<file path="config.mk">
export PLATFORM = sky130hd
export DESIGN_NAME = boot_loader
export DESIGN_NICKNAME = d
export VERILOG_FILES = /design/src/rtl/boot_loader_pkg.sv /design/src/rtl/boot_copy_ctrl.sv /design/src/rtl/boot_loader.sv
export SDC_FILE = /design/constraint.sdc
export NUM_CORES = 1
export LEC_CHECK = 0
export CORE_ASPECT_RATIO = 1.25
export CORE_MARGIN = 1.5
export CORE_UTILIZATION = 30
export DETAILED_ROUTE_END_ITERATION = 8
export PLACE_DENSITY = 0.84
export SYNTH_ARGS = -nofsm -noshare
export SYNTH_HDL_FRONTEND = slang
export SYNTH_SLANG_ARGS = --single-unit
</file>
<file path="constraint.sdc">
create_clock -name clk -period 3.6 [get_ports clk]
set_input_delay 0.72 -clock clk [delete_from_list [all_inputs] [get_ports clk]]
set_output_delay 0.72 -clock clk [all_outputs]
set_load 0.03 [all_outputs]
</file>
<file path="src/rtl/boot_loader_pkg.sv">
// boot_loader_pkg: shared encodings for the boot loader.
// Holds the RAM write-enable codes and the boot FSM state type.
package boot_loader_pkg;
  localparam logic [2:0] WE_NONE = 3'b000;
  localparam logic [2:0] WE_WORD = 3'b110;
  typedef enum logic [2:0] {
    BOOT_RESET,
    BOOT_PRIME,
    BOOT_COPY,
    BOOT_RELEASE,
    BOOT_RUN
  } boot_state_e;
endpackage

</file>
<file path="src/rtl/boot_copy_ctrl.sv">
// boot_copy_ctrl: boot FSM, word counter and ROM->RAM copy address generation.
// Ports: clk, rst_n (async active-low); rom_qout (ROM data, one cycle latency);
// copy_rom_addr/copy_ram_addr/copy_ram_qin/copy_ram_we (copy-side bus values);
// core_rst_n, boot_done (registered hand-over flags).
module boot_copy_ctrl
  import boot_loader_pkg::*;
#(
  parameter int AWIDTH     = 14,
  parameter int XLEN       = 32,
  parameter int SRC_BASE   = 'h800,
  parameter int DST_BASE   = 'h000,
  parameter int COPY_BYTES = 2 ** AWIDTH
) (
  input  logic              clk,
  input  logic              rst_n,
  input  logic [XLEN-1:0]   rom_qout,
  output logic [AWIDTH-1:0] copy_rom_addr,
  output logic [AWIDTH-1:0] copy_ram_addr,
  output logic [XLEN-1:0]   copy_ram_qin,
  output logic [2:0]        copy_ram_we,
  output logic              core_rst_n,
  output logic              boot_done
);
  localparam int NWORDS = COPY_BYTES / 4;
  localparam logic [AWIDTH-1:0] SRC  = AWIDTH'(SRC_BASE);
  localparam logic [AWIDTH-1:0] DST  = AWIDTH'(DST_BASE);
  localparam logic [AWIDTH-1:0] LAST = AWIDTH'(NWORDS - 1);
  if (COPY_BYTES % 4 != 0) begin : g_bad_size
    $error("boot_copy_ctrl: COPY_BYTES must be a multiple of 4");
  end
  if (SRC_BASE % 4 != 0 || DST_BASE % 4 != 0) begin : g_bad_align
    $error("boot_copy_ctrl: SRC_BASE and DST_BASE must be word-aligned");
  end
  if (DST_BASE + COPY_BYTES > 2 ** AWIDTH) begin : g_bad_range
    $error("boot_copy_ctrl: DST_BASE+COPY_BYTES exceeds the RAM");
  end
  boot_state_e       state_q, state_d;
  logic [AWIDTH-1:0] cnt_q, cnt_d;
  logic              done_q, done_d;
  logic              in_copy;
  always_comb begin
    state_d = state_q;
    cnt_d   = cnt_q;
    unique case (state_q)
      BOOT_RESET: state_d = BOOT_PRIME;
      BOOT_PRIME: state_d = NWORDS == 0 ? BOOT_RELEASE : BOOT_COPY;
      BOOT_COPY: begin
        cnt_d   = cnt_q + AWIDTH'(1);
        state_d = cnt_q == LAST ? BOOT_RELEASE : BOOT_COPY;
      end
      default: state_d = BOOT_RUN;
    endcase
    done_d = done_q | (state_q == BOOT_RELEASE);
  end
  always_ff @(posedge clk or negedge rst_n) begin
    if (!rst_n) begin
      state_q <= BOOT_RESET;
      cnt_q   <= '0;
      done_q  <= 1'b0;
    end else begin
      state_q <= state_d;
      cnt_q   <= cnt_d;
      done_q  <= done_d;
    end
  end
  // ROM runs one word ahead of the RAM write because its data arrives a cycle late.
  assign in_copy       = state_q == BOOT_COPY;
  assign copy_rom_addr = SRC + ((cnt_q + AWIDTH'(in_copy)) << 2);
  assign copy_ram_addr = DST + (cnt_q << 2);
  assign copy_ram_qin  = in_copy ? rom_qout : '0;
  assign copy_ram_we   = in_copy ? WE_WORD : WE_NONE;
  assign core_rst_n    = done_q;
  assign boot_done     = done_q;
endmodule

</file>
<file path="src/rtl/boot_loader.sv">
// boot_loader: copies the data image ROM->RAM after reset, then hands both buses to the core.
// Ports: clk, rst_n (async active-low); core_inst_addr/core_inst_data (core fetch);
// rom_addr/rom_qout (ROM); core_dmem_addr/wdata/we (core data side);
// ram_addr/ram_qin/ram_we (RAM); core_rst_n, boot_done (registered).
module boot_loader
  import boot_loader_pkg::*;
#(
  parameter int AWIDTH     = 14,
  parameter int XLEN       = 32,
  parameter int SRC_BASE   = 'h800,
  parameter int DST_BASE   = 'h000,
  parameter int COPY_BYTES = 2 ** AWIDTH
) (
  input  logic              clk,
  input  logic              rst_n,
  input  logic [AWIDTH-1:0] core_inst_addr,
  output logic [XLEN-1:0]   core_inst_data,
  output logic [AWIDTH-1:0] rom_addr,
  input  logic [XLEN-1:0]   rom_qout,
  input  logic [AWIDTH-1:0] core_dmem_addr,
  input  logic [XLEN-1:0]   core_dmem_wdata,
  input  logic [2:0]        core_dmem_we,
  output logic [AWIDTH-1:0] ram_addr,
  output logic [XLEN-1:0]   ram_qin,
  output logic [2:0]        ram_we,
  output logic              core_rst_n,
  output logic              boot_done
);
  logic [AWIDTH-1:0] copy_rom_addr, copy_ram_addr;
  logic [XLEN-1:0]   copy_ram_qin;
  logic [2:0]        copy_ram_we;
  boot_copy_ctrl #(
    .AWIDTH(AWIDTH), .XLEN(XLEN), .SRC_BASE(SRC_BASE),
    .DST_BASE(DST_BASE), .COPY_BYTES(COPY_BYTES)
  ) u_ctrl (
    .clk          (clk),
    .rst_n        (rst_n),
    .rom_qout     (rom_qout),
    .copy_rom_addr(copy_rom_addr),
    .copy_ram_addr(copy_ram_addr),
    .copy_ram_qin (copy_ram_qin),
    .copy_ram_we  (copy_ram_we),
    .core_rst_n   (core_rst_n),
    .boot_done    (boot_done)
  );
  // Select is the registered boot_done, so the FSM next-state never reaches the buses.
  assign core_inst_data = rom_qout;
  assign rom_addr       = boot_done ? core_inst_addr : copy_rom_addr;
  assign ram_addr       = boot_done ? core_dmem_addr : copy_ram_addr;
  assign ram_qin        = boot_done ? core_dmem_wdata : copy_ram_qin;
  assign ram_we         = boot_done ? core_dmem_we : copy_ram_we;
endmodule

</file>
Word-level counts from Yosys, hierarchy flattened. Cells that the tools add are included.

Add/sub/neg operators: 3. $mul: 0. Div/mod/pow operators: 0. $lt $le $gt $ge: 0. Equal/unequal tests: 4. Shift operators: 0. Mux-type cells: 8. Bitwise logic cells: 1. Reduce and logical (&&, ||, !) cells: 1.

Operator list (number): $mux 32 (2); $mux 14 (2); $add 12x14->14 const A (1); $add 14x1->14 const B (1); $eq 14x12->1 const B (1); $add 12x1->12 (1); $pmux 3 s3 (1); $eq 3x2->1 const B (2); $mux 3 (2); $eq 3x1->1 const B (1); $logic_not 3->1 (1); $mux 1 (1); $or 1x1->1 (1).

Register bits after elaboration: 18. Bits in latches: 0. Memory bits (writable): 0. Bits in read-only memories: 0. Input port bits: 97. Memories kept: 0.

Logic depth before layout (Yosys ltp). Gate-level depths: netlist (run 1).

Word-level depth: 4. Depth in mapped cells: 14.

Cells and area by module. Synthesis (run 1) repeated with hierarchy kept, for this count alone.

Cells, all modules: 259. Area, all modules: 2701.3 µm².

By module, submodules not included: boot_copy_ctrl (instances 1, cells each 157, area each 1395.1 µm²); boot_loader (instances 1, cells each 102, area each 1306.3 µm²).

Least setup slack after synthesis (run 1). No wires, ideal clock.

Path kind: register -> output. Start: register u_ctrl.state_q[0]. End: output port rom_addr[13]. Arrival time: 3.304 ns. Path slack: -0.424 ns. Cell stages (with the launch flop): 15. Buffers on the path: 2. Cells stage by stage: dfrtp_1 or3b_1 buf_6 clkinv_1 buf_2 ha_1 ha_1 nand3_1 inv_1 nand4_1 xnor2_1 ha_1 xor2_1 and4_1 o31ai_1.

Word-level cells in the longest chain between the ends: 4.

RTL lines: from (decl) (RTL line boot_copy_ctrl.sv:37) `boot_state_e state_q, state_d;`; from (signal assigned) (RTL line boot_copy_ctrl.sv:61) `state_q <= state_d;`; $eq 3x2->1 (RTL line boot_copy_ctrl.sv:67) `assign in_copy = state_q == BOOT_COPY;`; $add 12x1->12 (RTL line boot_copy_ctrl.sv:68) `assign copy_rom_addr = SRC + ((cnt_q + AWIDTH'(in_copy)) << 2);`; $add 12x14->14 (RTL line boot_copy_ctrl.sv:68); $mux 14 (RTL line boot_loader.sv:48) `assign rom_addr = boot_done ? core_inst_addr : copy_rom_addr;`; to (decl) (RTL line boot_loader.sv:18) `output logic [AWIDTH-1:0] rom_addr,`.

Every way passes these cells.

Worst setup path after layout (run 1).
Start: register u_ctrl.state_q[2]. End: output port rom_addr[13].

The elaborated chain is that of the path after synthesis.

==> impl_metrics.env, run 1 <==
export IMPL_place_inst=520
export IMPL_power_leakage_nw=1.62
export IMPL_ioPinCount=194
export IMPL_fmaxAchievable_mhz=287
export IMPL_regToRegStartpoint="u_ctrl.state_q[2]$_DFF_PN0_"
export IMPL_clk_pin_slew_ns=0.07
export IMPL_final_hold_viol_count=0
export IMPL_finalMaxSlewViolations=0
export IMPL_path_max_fanout=2
export IMPL_grt_pass1_wl_um=10500
export IMPL_die_h_um=94.0
export IMPL_yosys_register_bits=18
export IMPL_fin_setup_tns_ns=0
export IMPL_syn_inst=282
export IMPL_cts_tree="yes"
export IMPL_fillerInstances=573
export IMPL_h_tree_depth=1
export IMPL_ys_seq_area_share_pct=22.7
export IMPL_yosys_warnings=0
export IMPL_drive_gt1_share_pct=13.0
export IMPL_status="completed"
export IMPL_finalCritPeriodShare_pct=96.8
export IMPL_cts_buffer_depth=2
export IMPL_setup_viol=0
export IMPL_relSlewSlack_pct=47.2
export IMPL_cts_root_buffer="clkbuf_8"
export IMPL_async_reset_ff_share_pct=100
export IMPL_worstPathArrival_ns=2.76
export IMPL_synth_compound_area_share_pct=12.1
export IMPL_drc_errors=0
export IMPL_crit_required_ns=2.88
export IMPL_max_cap_viol_count=0
export IMPL_rsz0062_at_grt="yes"
export IMPL_drtPass1Iterations=4
export IMPL_grt_pass1_vias=2258
export IMPL_end_kind="primary output"
export IMPL_portBuffers=193
export IMPL_synthFlopType="dfrtp_1"
export IMPL_cts_buffers=3
export IMPL_layout_common_cells="clkdlybuf4s50_1, nand2_1, o21ai_0"
export IMPL_synth_edf_count=0
export IMPL_min_period_ns=3.48
export IMPL_dieArea_um2=7130
export IMPL_insertion_delay_ns=0.25
export IMPL_dp_hpwl_um=6220
export IMPL_start_util_pct=30.7
export IMPL_antenna_found_initial=1
export IMPL_hold_class="reg -> reg"
export IMPL_drt_antenna_violating_nets=0
export IMPL_wl_per_cell_um=14.2
export IMPL_fp_dieW_um=75.8
export IMPL_clock_skew_ns=0.000906
export IMPL_synth_xor_area_share_pct=10.6
export IMPL_via_per_inst=4.56
export IMPL_multi_input_area_um2=1270
export IMPL_overflow=0
export IMPL_final_common_cell="clkdlybuf4s50_1"
export IMPL_final_nets=542
export IMPL_startpoint_type="flop"
export IMPL_detail_route_iter0_violations=49
export IMPL_rows=33
export IMPL_routabilityCongestion=0.833
export IMPL_num_antenna_cells=0
export IMPL_synthSimpleGateAreaFrac_pct=26.1
export IMPL_peakVddDrop_mv=0.164
export IMPL_finalNonFillerCells=527
export IMPL_clock_sinks=18
export IMPL_grt_usage_pct=18.9
export IMPL_synthAdderAreaFrac_pct=2.52
export IMPL_grt_max_degree=59
export IMPL_synthMuxAreaShare_pct=8.50
export IMPL_seq_area_um2=452
export IMPL_finalWirelength_um=7460
export IMPL_core_um2=6480
export IMPL_syn_nets=383
export IMPL_syn_cell_area_um2=1990
export IMPL_worstSetupPathType="reg -> out"
export IMPL_synth_distinct_cells=29
export IMPL_avgSynthCellArea_um2=7.05
export IMPL_crit_start="u_ctrl.state_q[2]$_DFF_PN0_"
export IMPL_worstMarginPinSlew_ns=0.789
export IMPL_synth_top_family_by_area="simple AND/OR/NAND/NOR gates"
export IMPL_power_density_nw_per_um2=160
export IMPL_area_delta_synth_final_pct=96.8
export IMPL_min_from="u_ctrl.cnt_q[13]$_DFFE_PN0N_"
export IMPL_num_vias=2401
## worst paths after layout
check | endpoint | slack [ns] | depth (start not counted)
setup / recovery | rom_addr[13] | 0.12 | 13
hold / removal | u_ctrl.cnt_q[13]$_DFFE_PN0N_ | 0.49 | 1
setup reg to reg | u_ctrl.cnt_q[11]$_DFFE_PN0N_ | 1.83 | 5
hold reg to reg | u_ctrl.cnt_q[13]$_DFFE_PN0N_ | 0.49 | 1
max in group asynchronous | u_ctrl.boot_done$_DFF_PN0_ | 2.13 | 1
min in group asynchronous | u_ctrl.cnt_q[4]$_DFFE_PN0N_ | 0.93 | 1
## state kept, by name, indices dropped and copies added (netlist names)
| register | flops |
|---|---|
| u_ctrl.boot_done | 1 |
| u_ctrl.cnt_q | 14 |
| u_ctrl.state_q | 3 |
## power breakdown
group	total [mW]	internal [mW]	switching, mW
registers	0.202	0.202	0
clock network	0.145	0.0785	0.0664
logic	0.279	0.157	0.122
total	0.626	0.438	0.189
## cells in the mapped netlist (2+ instances only)
master / instances / area (um^2)
nor2_1: 9 / 33.8
mux2_2: 15 / 169
clkbuf_1: 14 / 52.6
ha_1: 4 / 50.1
or2_1: 2 / 12.5
xnor2_1: 16 / 140
nor3_1: 2 / 10.0
buf_2: 6 / 30.0
xor2_1: 8 / 70.1
and2_1: 5 / 31.3
buf_4: 33 / 248
dfrtp_1: 18 / 450
nand4_1: 4 / 25.0
nand3_1: 6 / 30.0
nand2_1: 85 / 319
o21ai_0: 42 / 210
## metal layers
layer  global-route usage (%)  vias to the layer above  part of all wire (%)
met2                     34.3                      115                    52
met3                     7.19                       12                    12
met1                     19.7                     1075                    35
met5                        0                        -                     0
met4                     5.06                        0                   1.7
li1                         -                     1199                     -
## area by class of cell
type	instances	share of cell area, %
flip-flops and latches	18	11.5
well taps	87	2.78
clock buffers	4	1.15
inverters	2	0.192
multi-input cells	208	32.4
repair buffers	208	51.9
## timing repair
action | CTS | global route
resized for setup | 4 | 11
hold buffers | 0 | 0
pin swaps | 2 | 5
buffers inserted | 1 | 2
gates cloned | 0 | 0
endpoints found under the setup margin | 2 | 2
## worst max-delay path, stage by stage, from the launching register on
cell and delay, ns:
dfrtp_1 0.38, or3b_4 0.41, inv_2 0.08, ha_4 0.15, ha_4 0.13, nand3_2 0.09
inv_1 0.07, nand4_1 0.12, xnor2_1 0.17, ha_2 0.19, xor2_2 0.15, and4_1 0.23
o31ai_4 0.18, buf_6 0.16
## metrics by stage
step / instance area, um^2 / power, mW / worst slack [ns] / utilization [%] / hold slack, ns
floorplan: 2020 / 0.325 / 0.000811 / - / 0.424
global placement: 3790 / 0.482 / 0.150 / 58.4 / 0.459
detailed placement: 3790 / 0.486 / 0.0765 / 58.4 / 0.484
CTS: 3850 / 0.628 / 0.00323 / 59.4 / 0.495
global route: 3910 / 0.652 / -0.0295 / 60.4 / 0.503
finish: 3910 / 0.626 / 0.115 / 60.4 / 0.493
## kinds of logic after synthesis
kind of cell	Yosys count
compound gates	46
fa+ha+maj	4
buf+inv	56
simple gates	119
flops	18
xor+xnor	24
mux	15
Power figures use the tool's default switching activity.
==> run 2: changes to the inputs <==
--- a/config.mk
+++ b/config.mk
@@ -5,11 +5,11 @@
 export SDC_FILE = /design/constraint.sdc
 export NUM_CORES = 1
 export LEC_CHECK = 0
-export CORE_ASPECT_RATIO = 1.25
-export CORE_MARGIN = 1.5
-export CORE_UTILIZATION = 30
+export CORE_AREA = 2 2 75 77
 export DETAILED_ROUTE_END_ITERATION = 8
-export PLACE_DENSITY = 0.84
+export DIE_AREA = 0 0 77 79
+export DONT_BUFFER_PORTS = 1
+export PLACE_DENSITY = 0.55
 export SYNTH_ARGS = -nofsm -noshare
 export SYNTH_HDL_FRONTEND = slang
 export SYNTH_SLANG_ARGS = --single-unit
==> constraint.sdc (replaced) <==
create_clock -name clk -period 3.6 [get_ports clk]
set_input_delay 0.54 -clock clk [delete_from_list [all_inputs] [get_ports clk]]
set_output_delay 0.54 -clock clk [all_outputs]
set_load 0.03 [all_outputs]
==> run 2 against run 1 <==
Count of clock-buffer cells in the layout is the same. Critical path type unchanged. Die area shrank 15%. Fmax grew 2.1%. Total power shrank 27%. Global-route usage shrank 3.0 points. Via count shrank 25%. Routed wire length shrank 26%. Sequential share of layout area grew 9.0 points. First-iteration DRC count shrank 35%.
==> impl_metrics.env, run 2 (synthesis results as in run 1) <==
export IMPL_status="completed"
export IMPL_r2r_end="u_ctrl.cnt_q[11]$_DFFE_PN0N_"
export IMPL_critPathCapture="rom_addr[13]"
export IMPL_overflow=0
export IMPL_final_common_cell="nand2_1"
export IMPL_internal_power_uw=329
export IMPL_holdWs_ns=0.470
export IMPL_clockPowerShare_pct=36.1
export IMPL_dp_slack_ns=0.368
export IMPL_drc_errors=0
export IMPL_worstSetupPathType="reg -> out"
export IMPL_insertion_delay_ns=0.25
export IMPL_via_per_inst=5.14
export IMPL_relSlewSlack_pct=39.3
export IMPL_fmaxAchievable_mhz=293
export IMPL_min_period_ns=3.41
export IMPL_path_max_fanout=4
export IMPL_finalCritPeriodShare_pct=94.8
export IMPL_power_leakage_nw=1.02
export IMPL_worstPathArrival_ns=2.87
export IMPL_cts_buffer_depth=2
export IMPL_num_vias=1811
export IMPL_peakVddDrop_mv=0.135
export IMPL_final_nets=382
export IMPL_startpoint_type="flop"
export IMPL_multi_input_area_um2=1240
export IMPL_drive_gt1_share_pct=26.8
export IMPL_worstMarginPinSlew_ns=0.901
export IMPL_dieArea_um2=6080
export IMPL_clock_skew_ns=0.00175
export IMPL_crit_start="u_ctrl.state_q[0]$_DFF_PN0_"
export IMPL_seq_area_um2=454
export IMPL_r2r_setup_slack_ns=1.85
export IMPL_core_um2=5340
export IMPL_detail_route_iter0_violations=32
export IMPL_fp_dieW_um=77
export IMPL_wl_per_cell_um=15.6
export IMPL_power_density_nw_per_um2=205
export IMPL_layout_common_cells="nand2_1, buf_4, o21ai_0"
export IMPL_clk_pin_slew_ns=0.07
export IMPL_p_sw_share_pct=27.5
export IMPL_dp_hpwl_um=4380
export IMPL_largest_reg_flops=14
export IMPL_pwr_share_comb_pct=19.4
export IMPL_drt_antenna_violating_nets=0
export IMPL_cts_buffers=3
export IMPL_drtPass1Iterations=4
export IMPL_max_cap_viol_count=0
export IMPL_switchingPower_uw=125
export IMPL_rows=27
export IMPL_portBuffers=0
export IMPL_grt_max_degree=75
export IMPL_final_area_um2=2210
export IMPL_cts_root_buffer="clkbuf_8"
export IMPL_grt_pass1_vias=1555
export IMPL_finalMaxSlewViolations=0
export IMPL_regMostFlops="u_ctrl.cnt_q"
export IMPL_r2r_cells=5
export IMPL_crit_required_ns=3.06
export IMPL_area_delta_synth_final_pct=11.1
export IMPL_h_tree_depth=1
export IMPL_die_h_um=79
export IMPL_placed_area_um2=2080
export IMPL_final_hold_viol_count=0
export IMPL_antenna_found_initial=0
export IMPL_cts_tree="yes"
export IMPL_finalWirelength_um=5500
export IMPL_seq_power_share_pct=44.5
export IMPL_ioPinCount=194
export IMPL_setup_ws_ns=0.188
export IMPL_routabilityCongestion=0.805
export IMPL_num_antenna_cells=0
export IMPL_regToRegStartpoint="u_ctrl.state_q[0]$_DFF_PN0_"
export IMPL_grt_usage_pct=15.9
export IMPL_hold_class="reg -> reg"
export IMPL_end_kind="primary output"
export IMPL_hold_path_cell_count=1
export IMPL_clock_sinks=18
export IMPL_setup_viol=0
export IMPL_grt_pass1_wl_um=7830
export IMPL_fillerInstances=556
export IMPL_start_util_pct=37.2
==> run 2: changes by cell type in the layout (fill, tap and decap cells not counted), moves of 2 or more <==
| cell | delta |
|---|---|
| clkdlybuf4s50_1 | -182 |
| buf_4 | +24 |
| xor2_1 | +2 |
| xor2_2 | -2 |
==> run 2: power by group through the flow <==
stage | registers (mW) | clock network (mW) | logic [mW]
after floorplan | 0.206 | 0 | 0.119
after global placement | 0.206 | 0 | 0.0832
after detailed placement | 0.206 | 0 | 0.0836
after CTS | 0.202 | 0.169 | 0.0888
after global routing | 0.202 | 0.179 | 0.0937
final | 0.202 | 0.164 | 0.0879
==> run 2: final cells by class <==
cell class	instances	area share, %
inverters	2	0.340
clock buffers	4	2.49
repair buffers	48	16.4
well taps	72	4.08
flip-flops and latches	18	20.6
multi-input cells	208	56.1
==> run 2: through the flow <==
step	util (%)	instances	TNS, ns	power, mW
final	41.4	352	0	0.454
after global routing	41.4	352	-0.000278	0.475
after floorplan	-	282	0	0.325
after detailed placement	38.9	344	0	0.290
after global placement	38.9	344	0	0.289
after CTS	40.1	349	0	0.460
==> run 2: worst min-delay path by stage <==
stage / from / end / slack (ns)
floorplan: rst_n / u_ctrl.boot_done$_DFF_PN0_ / 0.24
CTS: u_ctrl.cnt_q[13]$_DFFE_PN0N_ / u_ctrl.cnt_q[13]$_DFFE_PN0N_ / 0.47
global route: u_ctrl.cnt_q[13]$_DFFE_PN0N_ / u_ctrl.cnt_q[13]$_DFFE_PN0N_ / 0.50
finish: u_ctrl.cnt_q[13]$_DFFE_PN0N_ / u_ctrl.cnt_q[13]$_DFFE_PN0N_ / 0.47
global placement: rst_n / u_ctrl.cnt_q[8]$_DFFE_PN0N_ / 0.24
detailed placement: rst_n / u_ctrl.cnt_q[7]$_DFFE_PN0N_ / 0.24
==> run 2: worst max-delay path: stages, from the launching register on <==
cell and delay, ns:
dfrtp_1 0.40, or3b_4 0.40, clkinv_1 0.07, ha_2 0.21, ha_4 0.16, nand3_4 0.09
inv_1 0.08, nand4_1 0.12, xnor2_1 0.16, ha_1 0.21, xor2_1 0.15, and4_1 0.21
o31ai_2 0.17, buf_4 0.19
==> run 2: metal layers <==
metal	part of all wire [%]	vias up	GRT usage (%)
li1	-	888	-
met1	38	828	18.1
met2	52	88	29.5
met3	8.4	7	3.75
met4	1.3	0	4.82
met5	0	-	0
==> run 2: timing repair <==
action	in CTS	in global routing
endpoints found under the setup margin	0	1
hold endpoints to repair	18	0
setup buffers	0	3
hold buffers	1	0
gates resized for setup	0	9
==> run 3: changes to the inputs <==
--- a/config.mk
+++ b/config.mk
@@ -5,6 +5,7 @@
 export SDC_FILE = /design/constraint.sdc
 export NUM_CORES = 1
 export LEC_CHECK = 0
+export CAP_MARGIN = 20
 export CORE_AREA = 2 2 75 77
 export DETAILED_ROUTE_END_ITERATION = 8
 export DIE_AREA = 0 0 77 79
==> results of run 3 <==
Final layout, timing and power as in run 2 (identical DEF).
